<file path="config.mk">
export PLATFORM = sky130hd
export DESIGN_NAME = msg_parser
export DESIGN_NICKNAME = d
export VERILOG_FILES = /design/src/rtl/framing_pkg.sv /design/src/rtl/vlq_accum.sv /design/src/rtl/msg_parser.sv
export SDC_FILE = /design/constraint.sdc
export NUM_CORES = 1
export LEC_CHECK = 0
export CAP_MARGIN = 20
export CORE_MARGIN = 3
export CORE_UTILIZATION = 40
export DETAILED_ROUTE_END_ITERATION = 16
export GPL_ROUTABILITY_DRIVEN = 0
export GPL_TIMING_DRIVEN = 0
export PLACE_DENSITY_LB_ADDON = 0.08
export SLEW_MARGIN = 20
export SYNTH_ARGS = -nofsm -noshare
export SYNTH_HDL_FRONTEND = slang
export SYNTH_HIERARCHICAL = 1
export SYNTH_SLANG_ARGS = --single-unit
export TNS_END_PERCENT = 10
</file>
<file path="constraint.sdc">
create_clock -name clk -period 3.4 [get_ports clk]
set_input_delay 0.51 -clock clk [delete_from_list [all_inputs] [get_ports clk]]
set_output_delay 0.51 -clock clk [all_outputs]
set_load 0.005 [all_outputs]
</file>
<file path="src/rtl/framing_pkg.sv">
// Shared VLQ constants and parser state encoding for the framing receive path.
package framing_pkg;

    localparam int         VLQ_CONT_BIT  = 7;
    localparam int         VLQ_MAX_BYTES = 5;
    localparam logic [1:0] VLQ_NEG_MASK  = 2'b11;

    typedef enum logic [2:0] {
        ST_IDLE  = 3'd0,
        ST_ID    = 3'd1,
        ST_ARG   = 3'd2,
        ST_EMIT  = 3'd3,
        ST_ERROR = 3'd4
    } parser_state_e;

endpackage

</file>
<file path="src/rtl/vlq_accum.sv">
// VLQ value accumulator: folds one byte per strobe into a 32-bit value and
// flags completion (clear continuation bit) or an overlong encoding.
module vlq_accum
    import framing_pkg::*;
(
    input  logic        clk,
    input  logic        rst_n,
    input  logic [7:0]  byte_in,
    input  logic        strobe,
    input  logic        start,
    output logic [31:0] value,
    output logic        done,
    output logic        overlong
);

    logic [31:0] acc_q, acc_d;
    logic [2:0]  cnt_q, cnt_d;

    // value reflects the current byte so the FSM can act in the consuming cycle
    always_comb begin
        value = {acc_q[24:0], byte_in[6:0]};
        if (cnt_q == 3'd0) begin
            value = {25'd0, byte_in[6:0]};
            if (byte_in[6:5] == VLQ_NEG_MASK) begin
                value = value | 32'hFFFF_FFE0;
            end
        end

        overlong = strobe && (cnt_q == 3'(VLQ_MAX_BYTES));
        done     = strobe && !byte_in[VLQ_CONT_BIT] && !overlong;

        acc_d = acc_q;
        cnt_d = cnt_q;
        if (start || done) begin
            acc_d = '0;
            cnt_d = '0;
        end else if (strobe && !overlong) begin
            acc_d = value;
            cnt_d = cnt_q + 3'd1;
        end
    end

    always_ff @(posedge clk or negedge rst_n) begin
        if (!rst_n) begin
            acc_q <= '0;
            cnt_q <= '0;
        end else begin
            acc_q <= acc_d;
            cnt_q <= cnt_d;
        end
    end

endmodule

</file>
<file path="src/rtl/msg_parser.sv">
// Decodes VLQ command id plus table-sized argument list into one command word.
// Optional MSG_PARSER_CNT_EN adds a free-running handshake counter output.
module msg_parser
    import framing_pkg::*;
#(
    parameter int                    NUM_CMDS    = 16,
    parameter int                    MAX_ARGS    = 4,
    parameter logic [NUM_CMDS*4-1:0] NARGS_TABLE = '0,
    parameter int                    CMD_BITS    = 8
) (
    input  logic                  clk,
    input  logic                  rst_n,
    input  logic [7:0]            msg_data,
    input  logic                  msg_ready,
    output logic                  msg_rd_en,
    output logic                  cmd_valid,
    input  logic                  cmd_ready,
    output logic [CMD_BITS-1:0]   cmd_id,
    output logic [3:0]            cmd_nargs,
    output logic [MAX_ARGS*32-1:0] cmd_args,
    output logic                  error,
`ifdef MSG_PARSER_CNT_EN
    output logic [15:0]           cmd_count,
`endif
    input  logic                  clr
);

    parser_state_e          state_q, state_d;
    logic [CMD_BITS-1:0]    id_q, id_d;
    logic [3:0]             nargs_q, nargs_d;
    logic [3:0]             idx_q, idx_d;
    logic [MAX_ARGS*32-1:0] args_q, args_d;

    logic        reading;
    logic        acc_strobe;
    logic        acc_start;
    logic [31:0] acc_value;
    logic        acc_done;
    logic        acc_overlong;
    logic        id_known;
    logic [3:0]  tbl_nargs;

    assign reading    = (state_q == ST_IDLE) || (state_q == ST_ID) || (state_q == ST_ARG);
    assign msg_rd_en  = rst_n && msg_ready && reading;
    assign acc_strobe = msg_rd_en && !clr;
    assign acc_start  = clr || !reading;

    vlq_accum u_vlq (
        .clk      (clk),
        .rst_n    (rst_n),
        .byte_in  (msg_data),
        .strobe   (acc_strobe),
        .start    (acc_start),
        .value    (acc_value),
        .done     (acc_done),
        .overlong (acc_overlong)
    );

    always_comb begin
        id_known  = 1'b0;
        tbl_nargs = '0;
        for (int i = 0; i < NUM_CMDS; i++) begin
            if (acc_value == 32'(i)) begin
                id_known  = 1'b1;
                tbl_nargs = NARGS_TABLE[4*i +: 4];
            end
        end
    end

    // clr overrides everything, including a handshake or a byte in flight
    always_comb begin
        state_d = state_q;
        id_d    = id_q;
        nargs_d = nargs_q;
        idx_d   = idx_q;
        args_d  = args_q;
        if (clr) begin
            state_d = ST_IDLE;
            id_d    = '0;
            nargs_d = '0;
            idx_d   = '0;
            args_d  = '0;
        end else begin
            case (state_q)
                ST_IDLE, ST_ID: begin
                    if (acc_overlong) begin
                        state_d = ST_ERROR;
                    end else if (acc_done) begin
                        if (!id_known || (tbl_nargs > 4'(MAX_ARGS))) begin
                            state_d = ST_ERROR;
                        end else begin
                            id_d    = acc_value[CMD_BITS-1:0];
                            nargs_d = tbl_nargs;
                            idx_d   = '0;
                            state_d = (tbl_nargs == 4'd0) ? ST_EMIT : ST_ARG;
                        end
                    end else if (acc_strobe) begin
                        state_d = ST_ID;
                    end
                end
                ST_ARG: begin
                    if (acc_overlong) begin
                        state_d = ST_ERROR;
                    end else if (acc_done) begin
                        for (int k = 0; k < MAX_ARGS; k++) begin
                            if (idx_q == 4'(k)) begin
                                args_d[32*k +: 32] = acc_value;
                            end
                        end
                        idx_d = idx_q + 4'd1;
                        if ((idx_q + 4'd1) == nargs_q) begin
                            state_d = ST_EMIT;
                        end
                    end
                end
                ST_EMIT: begin
                    if (cmd_ready) begin
                        state_d = ST_IDLE;
                        idx_d   = '0;
                        args_d  = '0;
                    end
                end
                ST_ERROR: begin
                    state_d = ST_ERROR;
                end
                default: begin
                    state_d = ST_IDLE;
                end
            endcase
        end
    end

    always_ff @(posedge clk or negedge rst_n) begin
        if (!rst_n) begin
            state_q <= ST_IDLE;
            id_q    <= '0;
            nargs_q <= '0;
            idx_q   <= '0;
            args_q  <= '0;
        end else begin
            state_q <= state_d;
            id_q    <= id_d;
            nargs_q <= nargs_d;
            idx_q   <= idx_d;
            args_q  <= args_d;
        end
    end

    assign cmd_valid = (state_q == ST_EMIT);
    assign error     = (state_q == ST_ERROR);
    assign cmd_id    = id_q;
    assign cmd_nargs = nargs_q;
    assign cmd_args  = args_q;

`ifdef MSG_PARSER_CNT_EN
    logic [15:0] count_q, count_d;

    // survives clr; only reset clears it
    always_comb begin
        count_d = count_q;
        if ((state_q == ST_EMIT) && cmd_ready && !clr) begin
            count_d = count_q + 16'd1;
        end
    end

    always_ff @(posedge clk or negedge rst_n) begin
        if (!rst_n) begin
            count_q <= '0;
        end else begin
            count_q <= count_d;
        end
    end

    assign cmd_count = count_q;
`endif

endmodule

</file>
==> results.sh, run 1 <==
export IMPL_outcome="finished clean"
export IMPL_ir_worst_vdd_mv=0.350
export IMPL_synthAdderAreaFrac_pct=1.08
export IMPL_crit_chain="clkdlybuf4s50_1 -> buf_4 -> nor2_1 -> nand2_1 -> nor2_2 -> a21boi_4 -> nor2b_4 -> nor4b_4 -> nand2_1 -> a21oi_4 -> buf_6 -> mux2_4"
export IMPL_core_area_mm2=0.0197
export IMPL_fin_nets=770
export IMPL_relSlewSlack_pct=41.8
export IMPL_crit_end="cmd_args[97]$_DFFE_PN0P_"
export IMPL_clock_skew_ps=7.92
export IMPL_holdCritPathClass="in -> async"
export IMPL_slowest_delay_ps=460
export IMPL_synthCells=571
export IMPL_hold_violations=0
export IMPL_clockBufferDepth=2
export IMPL_clkTransAtPathRegs_ps=70
export IMPL_netlist_area_leader_share_pct=52.9
export IMPL_synthArstFlopShare_pct=100
export IMPL_cp_required_ps=3700
export IMPL_clockRootBuffer="clkbuf_16"
export IMPL_ant_nets=0
export IMPL_place_area_mm2=0.00997
export IMPL_cpMostUsedCell="nand2_1"
export IMPL_grt_antenna_before_repair=0
export IMPL_cts_htree_levels=4
export IMPL_grt_pass1_wl_mm=30.9
export IMPL_vias=5126
export IMPL_crit_path_end_kind="register"
export IMPL_setup_violations=0
export IMPL_syn2layout_area_growth_pct=32.0
export IMPL_synth_simple_area_share_pct=8.88
export IMPL_power_density_mw_per_mm2=464
export IMPL_reg2reg_from="state_q[2]$_DFFE_PN0P_"
export IMPL_avgSynthCellArea_um2=14.2
export IMPL_pre_cts_slack_ps=-703
export IMPL_synth_xor_area_share_pct=0
export IMPL_fmax_mhz=310
export IMPL_multiInputGateArea_mm2=0.00343
export IMPL_fill_cells=1708
export IMPL_utilization_pct=54.3
export IMPL_diodes=0
export IMPL_yosysSeqAreaShare_pct=52.9
export IMPL_fin_cells=1027
export IMPL_tightest_slew_ps=870
export IMPL_die_w_um=148
export IMPL_arrival_ps=3520
export IMPL_post_synth_top_area_cell="dfrtp_1"
export IMPL_grt_use_total_pct=17.8
export IMPL_place_detailed_instances=991
export IMPL_synth_top_family_by_area="multiplexers"
export IMPL_dp_hpwl_mm=13.9
export IMPL_ys_seq_elements=171
export IMPL_synth_edf_count=0
export IMPL_timing_rr_end="cmd_args[97]$_DFFE_PN0P_"
export IMPL_clock_latency_ps=420
export IMPL_regArea_mm2=0.00428
export IMPL_startpoint="clr"
export IMPL_netlist_top_cells_area="dfrtp_1, mux2_4, buf_6"
export IMPL_slew_violations=0
export IMPL_drv_cap=0
export IMPL_drc_errors=0
export IMPL_gr_total_overflow=0
export IMPL_viasPerCell=4.99
export IMPL_routed_wl_mm=19.3
export IMPL_critPathKind="in -> reg"
export IMPL_grt_pass1_vias=5551
export IMPL_reg2reg_depth=11
export IMPL_crit_path_max_fanout=10
export IMPL_synth_main_ff_cell="dfrtp_1"
export IMPL_syn_cell_area_mm2=0.00809
export IMPL_critPathSlowestCell="clkdlybuf4s50_1"
export IMPL_rows=51
export IMPL_rrSetupSlack_ps=210
export IMPL_yosys_warnings=6
export IMPL_drtIter0Drc=227
export IMPL_dieHeight_um=148
export IMPL_grt_max_degree=96
export IMPL_cts_buffers=17
export IMPL_whs_ps=52.7
export IMPL_ys_types=55
export IMPL_wl_per_cell_um=18.7
export IMPL_cts_tree="built"
export IMPL_period_minus_slack_ps=3220
export IMPL_die_area_mm2=0.0220
export IMPL_port_buffers=151
export IMPL_start_util_pct=41.1
export IMPL_synth_mux_area_share_pct=24.0
export IMPL_leakage_nw=5.07
export IMPL_synth_compound_area_share_pct=7.78
export IMPL_cts_sinks=171
export IMPL_firstDrtPassIters=4
export IMPL_period_share_pct=94.8
export IMPL_cp_start_kind="primary input"
export IMPL_final_area_mm2=0.0107
export IMPL_worst_slack_ps=176
export IMPL_layout_drive_gt1_share_pct=28.6
export IMPL_ios=156
## cell usage after synthesis, types with 4 or more instances
| library cell | n |
|---|---|
| and3_1 | 4 |
| mux2_1 | 8 |
| a21oi_2 | 10 |
| nand2b_1 | 12 |
| clkbuf_1 | 8 |
| o2bb2ai_1 | 18 |
| mux2_4 | 120 |
| inv_1 | 24 |
| nor3b_1 | 5 |
| and2_1 | 32 |
| o21ai_0 | 5 |
| dfrtp_1 | 171 |
| a21oi_4 | 4 |
| nand2_1 | 23 |
| nor4_1 | 7 |
| buf_4 | 13 |
| a22o_1 | 8 |
| mux2i_1 | 4 |
| a21oi_1 | 15 |
| nand3_1 | 4 |
| o211ai_1 | 4 |
| ha_1 | 7 |
| buf_6 | 18 |
| nor2_1 | 7 |
## layout by cell type (no fill, tap or decap), types with 3 or more instances in the layout
| cell type | Yosys | layout |
|---|---|---|
| dfrtp_1 | 171 | 171 |
| clkdlybuf4s50_1 | 0 | 150 |
| mux2_4 | 120 | 120 |
| and2_1 | 32 | 32 |
| inv_1 | 24 | 24 |
| nand2_1 | 23 | 23 |
| buf_6 | 18 | 18 |
| o2bb2ai_1 | 18 | 18 |
| buf_4 | 13 | 17 |
| clkbuf_16 | 0 | 17 |
| a21oi_1 | 15 | 15 |
| nand2b_1 | 12 | 12 |
| a21oi_2 | 10 | 10 |
| clkbuf_1 | 8 | 8 |
| mux2_1 | 8 | 8 |
| a22o_1 | 8 | 8 |
| nor4_1 | 7 | 7 |
| ha_1 | 7 | 7 |
| nor2_1 | 7 | 6 |
| nor3b_1 | 5 | 5 |
| o21ai_0 | 5 | 5 |
| a21oi_4 | 4 | 4 |
| and3_1 | 4 | 4 |
| o211ai_1 | 4 | 4 |
| nand3_1 | 4 | 4 |
| mux2i_1 | 4 | 4 |
| conb_1 | 1 | 4 |
| nor2_2 | 2 | 3 |
| nand4b_1 | 3 | 3 |
| a31oi_1 | 3 | 3 |
| clkinv_4 | 0 | 3 |
| inv_8 | 0 | 3 |
| inv_6 | 0 | 3 |
| bufinv_16 | 0 | 3 |
## layer usage
metal | GRT usage (%) | part of all wire, %
met1 | 23.8 | 45
met5 | 0 | 0
met2 | 29.0 | 49
met4 | 4.43 | 1.3
met3 | 4.69 | 4.9
## registers in the layout, indices dropped and copies added, names as in the netlist
name / count
idx_q: 4
u_vlq/cnt_q: 3
state_q: 3
cmd_args: 128
u_vlq/acc_q: 25
cmd_id: 8
## critical path, delay by kind of cell
family                 cells  cell delay [ps]
and+or+nand+nor            6             1230
buffers and inverters      3              910
AOI/OAI and AO/OA          2              530
muxes                      1              320
## how the worst min path moves through the flow
stage,slack [ps],to,cells past startpoint
after global placement,470,u_vlq/acc_q[15]$_DFFE_PN0P_,1
after floorplan,210,cmd_args[0]$_DFFE_PN0P_,0
after detailed placement,470,u_vlq/acc_q[18]$_DFFE_PN0P_,1
after CTS,80,cmd_args[28]$_DFFE_PN0P_,1
final,50,cmd_args[28]$_DFFE_PN0P_,1
after global routing,90,cmd_args[60]$_DFFE_PN0P_,1
## area by class of cell
type | count | share of cell area (%)
Sequential cell | 171 | 40.1
Clock buffer | 18 | 4.11
Buffer | 40 | 3.14
Inverter | 24 | 0.844
Clock inverter | 13 | 1.70
Timing Repair Buffer | 157 | 14.9
Tap cell | 265 | 3.11
Multi-Input combinational cell | 339 | 32.1
## logic make-up (layout without fill, tap and decap cells)
group           Yosys count  in the layout
compound gates           78             78
other cells               1              4
fa+ha+maj                 7              7
simple gates            117            117
mux                     133            133
buf+inv                  64            252
flops                   171            171
## where the power goes
| group | leakage (nW) | internal (mW) | switching, mW |
|---|---|---|---|
| registers | 2.31 | 2.14 | 0.0725 |
| logic | 2.46 | 0.411 | 0.283 |
| clock network | 0.307 | 1.20 | 0.849 |
| total | 5.07 | 3.75 | 1.20 |
## timing repair
action	4_1_cts	5_1_grt
endpoints found under the setup margin	126	131
gates resized for setup	3	3
cloned	0	0
pin swaps	2	4
hold endpoints to repair	0	0
hold buffers	0	0
buffers inserted	1	4
## metrics by stage
| step | power [mW] | setup TNS, ps |
|---|---|---|
| after detailed placement | 2.95 | -87830 |
| after global routing | 5.16 | -17.1 |
| final | 4.96 | 0 |
| after global placement | 2.94 | -1917740 |
| after CTS | 5.01 | 0 |
| after floorplan | 2.58 | 0 |
Power figures use the tool's default switching activity.
==> run 2: changes to the inputs <==
--- a/config.mk
+++ b/config.mk
@@ -6,12 +6,14 @@
 export NUM_CORES = 1
 export LEC_CHECK = 0
 export CAP_MARGIN = 20
+export CELL_PAD_IN_SITES_DETAIL_PLACEMENT = 0
+export CELL_PAD_IN_SITES_GLOBAL_PLACEMENT = 1
 export CORE_MARGIN = 3
 export CORE_UTILIZATION = 40
 export DETAILED_ROUTE_END_ITERATION = 16
 export GPL_ROUTABILITY_DRIVEN = 0
 export GPL_TIMING_DRIVEN = 0
-export PLACE_DENSITY_LB_ADDON = 0.08
+export PLACE_DENSITY_LB_ADDON = 0.3
 export SLEW_MARGIN = 20
 export SYNTH_ARGS = -nofsm -noshare
 export SYNTH_HDL_FRONTEND = slang
==> results.sh, run 2 (synthesis results as in run 1) <==
export IMPL_layout_drive_gt1_share_pct=28.4
export IMPL_drv_cap=0
export IMPL_cts_htree_levels=4
export IMPL_regArea_mm2=0.00428
export IMPL_cts_tree="built"
export IMPL_core_area_mm2=0.0197
export IMPL_ant_nets=0
export IMPL_arrival_ps=3540
export IMPL_grt_use_total_pct=17.9
export IMPL_routed_wl_mm=19.3
export IMPL_whs_ps=86.3
export IMPL_cp_required_ps=3700
export IMPL_cts_sinks=171
export IMPL_period_minus_slack_ps=3240
export IMPL_crit_path_end_kind="register"
export IMPL_period_share_pct=95.4
export IMPL_clockRootBuffer="clkbuf_16"
export IMPL_cts_buffers=17
export IMPL_fmax_mhz=308
export IMPL_grt_pass1_vias=5446
export IMPL_drc_errors=0
export IMPL_cp_start_kind="primary input"
export IMPL_firstDrtPassIters=4
export IMPL_tightest_slew_ps=890
export IMPL_leakage_nw=5.05
export IMPL_crit_end="cmd_args[80]$_DFFE_PN0P_"
export IMPL_final_area_mm2=0.0107
export IMPL_port_buffers=151
export IMPL_clock_latency_ps=430
export IMPL_ir_worst_vdd_mv=0.417
export IMPL_clock_skew_ps=18.8
export IMPL_reg2reg_depth=11
export IMPL_multiInputGateArea_mm2=0.00343
export IMPL_fin_nets=770
export IMPL_power_density_mw_per_mm2=449
export IMPL_syn2layout_area_growth_pct=31.7
export IMPL_wl_per_cell_um=18.7
export IMPL_mostFrequentLayoutCell="dfrtp_1"
export IMPL_start_util_pct=41.1
export IMPL_layout_common_cells="dfrtp_1, clkdlybuf4s50_1, mux2_4"
export IMPL_die_area_mm2=0.0220
export IMPL_setup_tns_ps=0
export IMPL_die_w_um=148
export IMPL_grt_antenna_before_repair=0
export IMPL_hold_violations=0
export IMPL_dp_hpwl_mm=13.9
export IMPL_viasPerCell=4.91
export IMPL_clkTransAtPathRegs_ps=70
export IMPL_critPathKind="in -> reg"
export IMPL_timing_rr_end="cmd_args[80]$_DFFE_PN0P_"
export IMPL_relSlewSlack_pct=40.4
export IMPL_reg2reg_from="state_q[2]$_DFFE_PN0P_"
export IMPL_startpoint="clr"
export IMPL_gr_total_overflow=0
export IMPL_dieHeight_um=148
export IMPL_crit_path_max_fanout=10
export IMPL_diodes=0
export IMPL_fill_cells=1677
export IMPL_grt_max_degree=73
export IMPL_grt_pass1_wl_mm=31.0
export IMPL_clockBufferDepth=2
export IMPL_setup_violations=0
export IMPL_outcome="finished clean"
export IMPL_drtIter0Drc=261
export IMPL_slew_violations=0
export IMPL_holdCritPathClass="in -> async"
export IMPL_largest_reg_flops=128
export IMPL_rows=51
export IMPL_place_area_mm2=0.0100
export IMPL_rrSetupSlack_ps=160
export IMPL_vias=5048
export IMPL_grt_setup_unrepaired="no"
export IMPL_ios=156
## run 2: area by class of cell
cell class,instances,area share (%)
sequential,171,40.2
multi-input combinational,339,32.2
timing repair buffer,157,15.2
clock buffer,19,4.16
buffer,40,3.15
tap,265,3.11
clock inverter,13,1.21
inverter,24,0.846
## run 2: metal layers
metal	share of wire [%]	vias up	track usage (%)
met4	0.87	0	4.67
met3	5.0	10	4.75
met2	48	134	28.5
li1	-	2353	-
met1	46	2551	24.6
met5	0	-	0
## run 2: power by group
| part | switching [mW] | internal [mW] |
|---|---|---|
| clock | 0.876 | 0.992 |
| combinational | 0.283 | 0.416 |
| sequential | 0.0749 | 2.14 |
## run 2: how the worst min path moves through the flow
stage                             start                          to  slack [ps]  cells past startpoint
2_1_floorplan                     rst_n     cmd_args[0]$_DFFE_PN0P_         210                      0
3_3_place_gp   cmd_args[23]$_DFFE_PN0P_    cmd_args[23]$_DFFE_PN0P_         470                      1
3_5_place_dp                      rst_n    cmd_args[28]$_DFFE_PN0P_         440                      1
4_1_cts                           rst_n  u_vlq/cnt_q[1]$_DFFE_PN0P_          70                      2
5_1_grt                           rst_n  u_vlq/cnt_q[0]$_DFFE_PN0P_          80                      2
6_report                          rst_n  u_vlq/cnt_q[0]$_DFFE_PN0P_          90                      2
## run 2: critical path, stage by stage
cell and delay [ps]:
clkdlybuf4s50_1 450, buf_4 200, nor2_2 150, nand2_1 150, nor2_1 230, a21boi_4 270
nor2b_4 240, nor4b_4 290, nand2_1 150, a21oi_4 330, buf_6 250, mux2_4 310
## run 2: metrics by stage
| step | power [mW] | instances | utilization, % | setup slack [ps] |
|---|---|---|---|---|
| 2_1_floorplan | 2.58 | 574 | - | 459 |
| 3_3_place_gp | 2.93 | 990 | 50.6 | -6200 |
| 3_5_place_dp | 2.96 | 992 | 50.9 | -634 |
| 4_1_cts | 4.83 | 1026 | 54.0 | 8.13 |
| 5_1_grt | 4.99 | 1028 | 54.2 | 12.3 |
| 6_report | 4.79 | 1028 | 54.2 | 157 |
## run 2: timing repair
action,in CTS,in global routing
pin swaps,0,2
hold buffers,2,0
gates resized for setup,2,4
buffers inserted,0,2
setup endpoints to repair,120,133
hold endpoints to repair,15,0
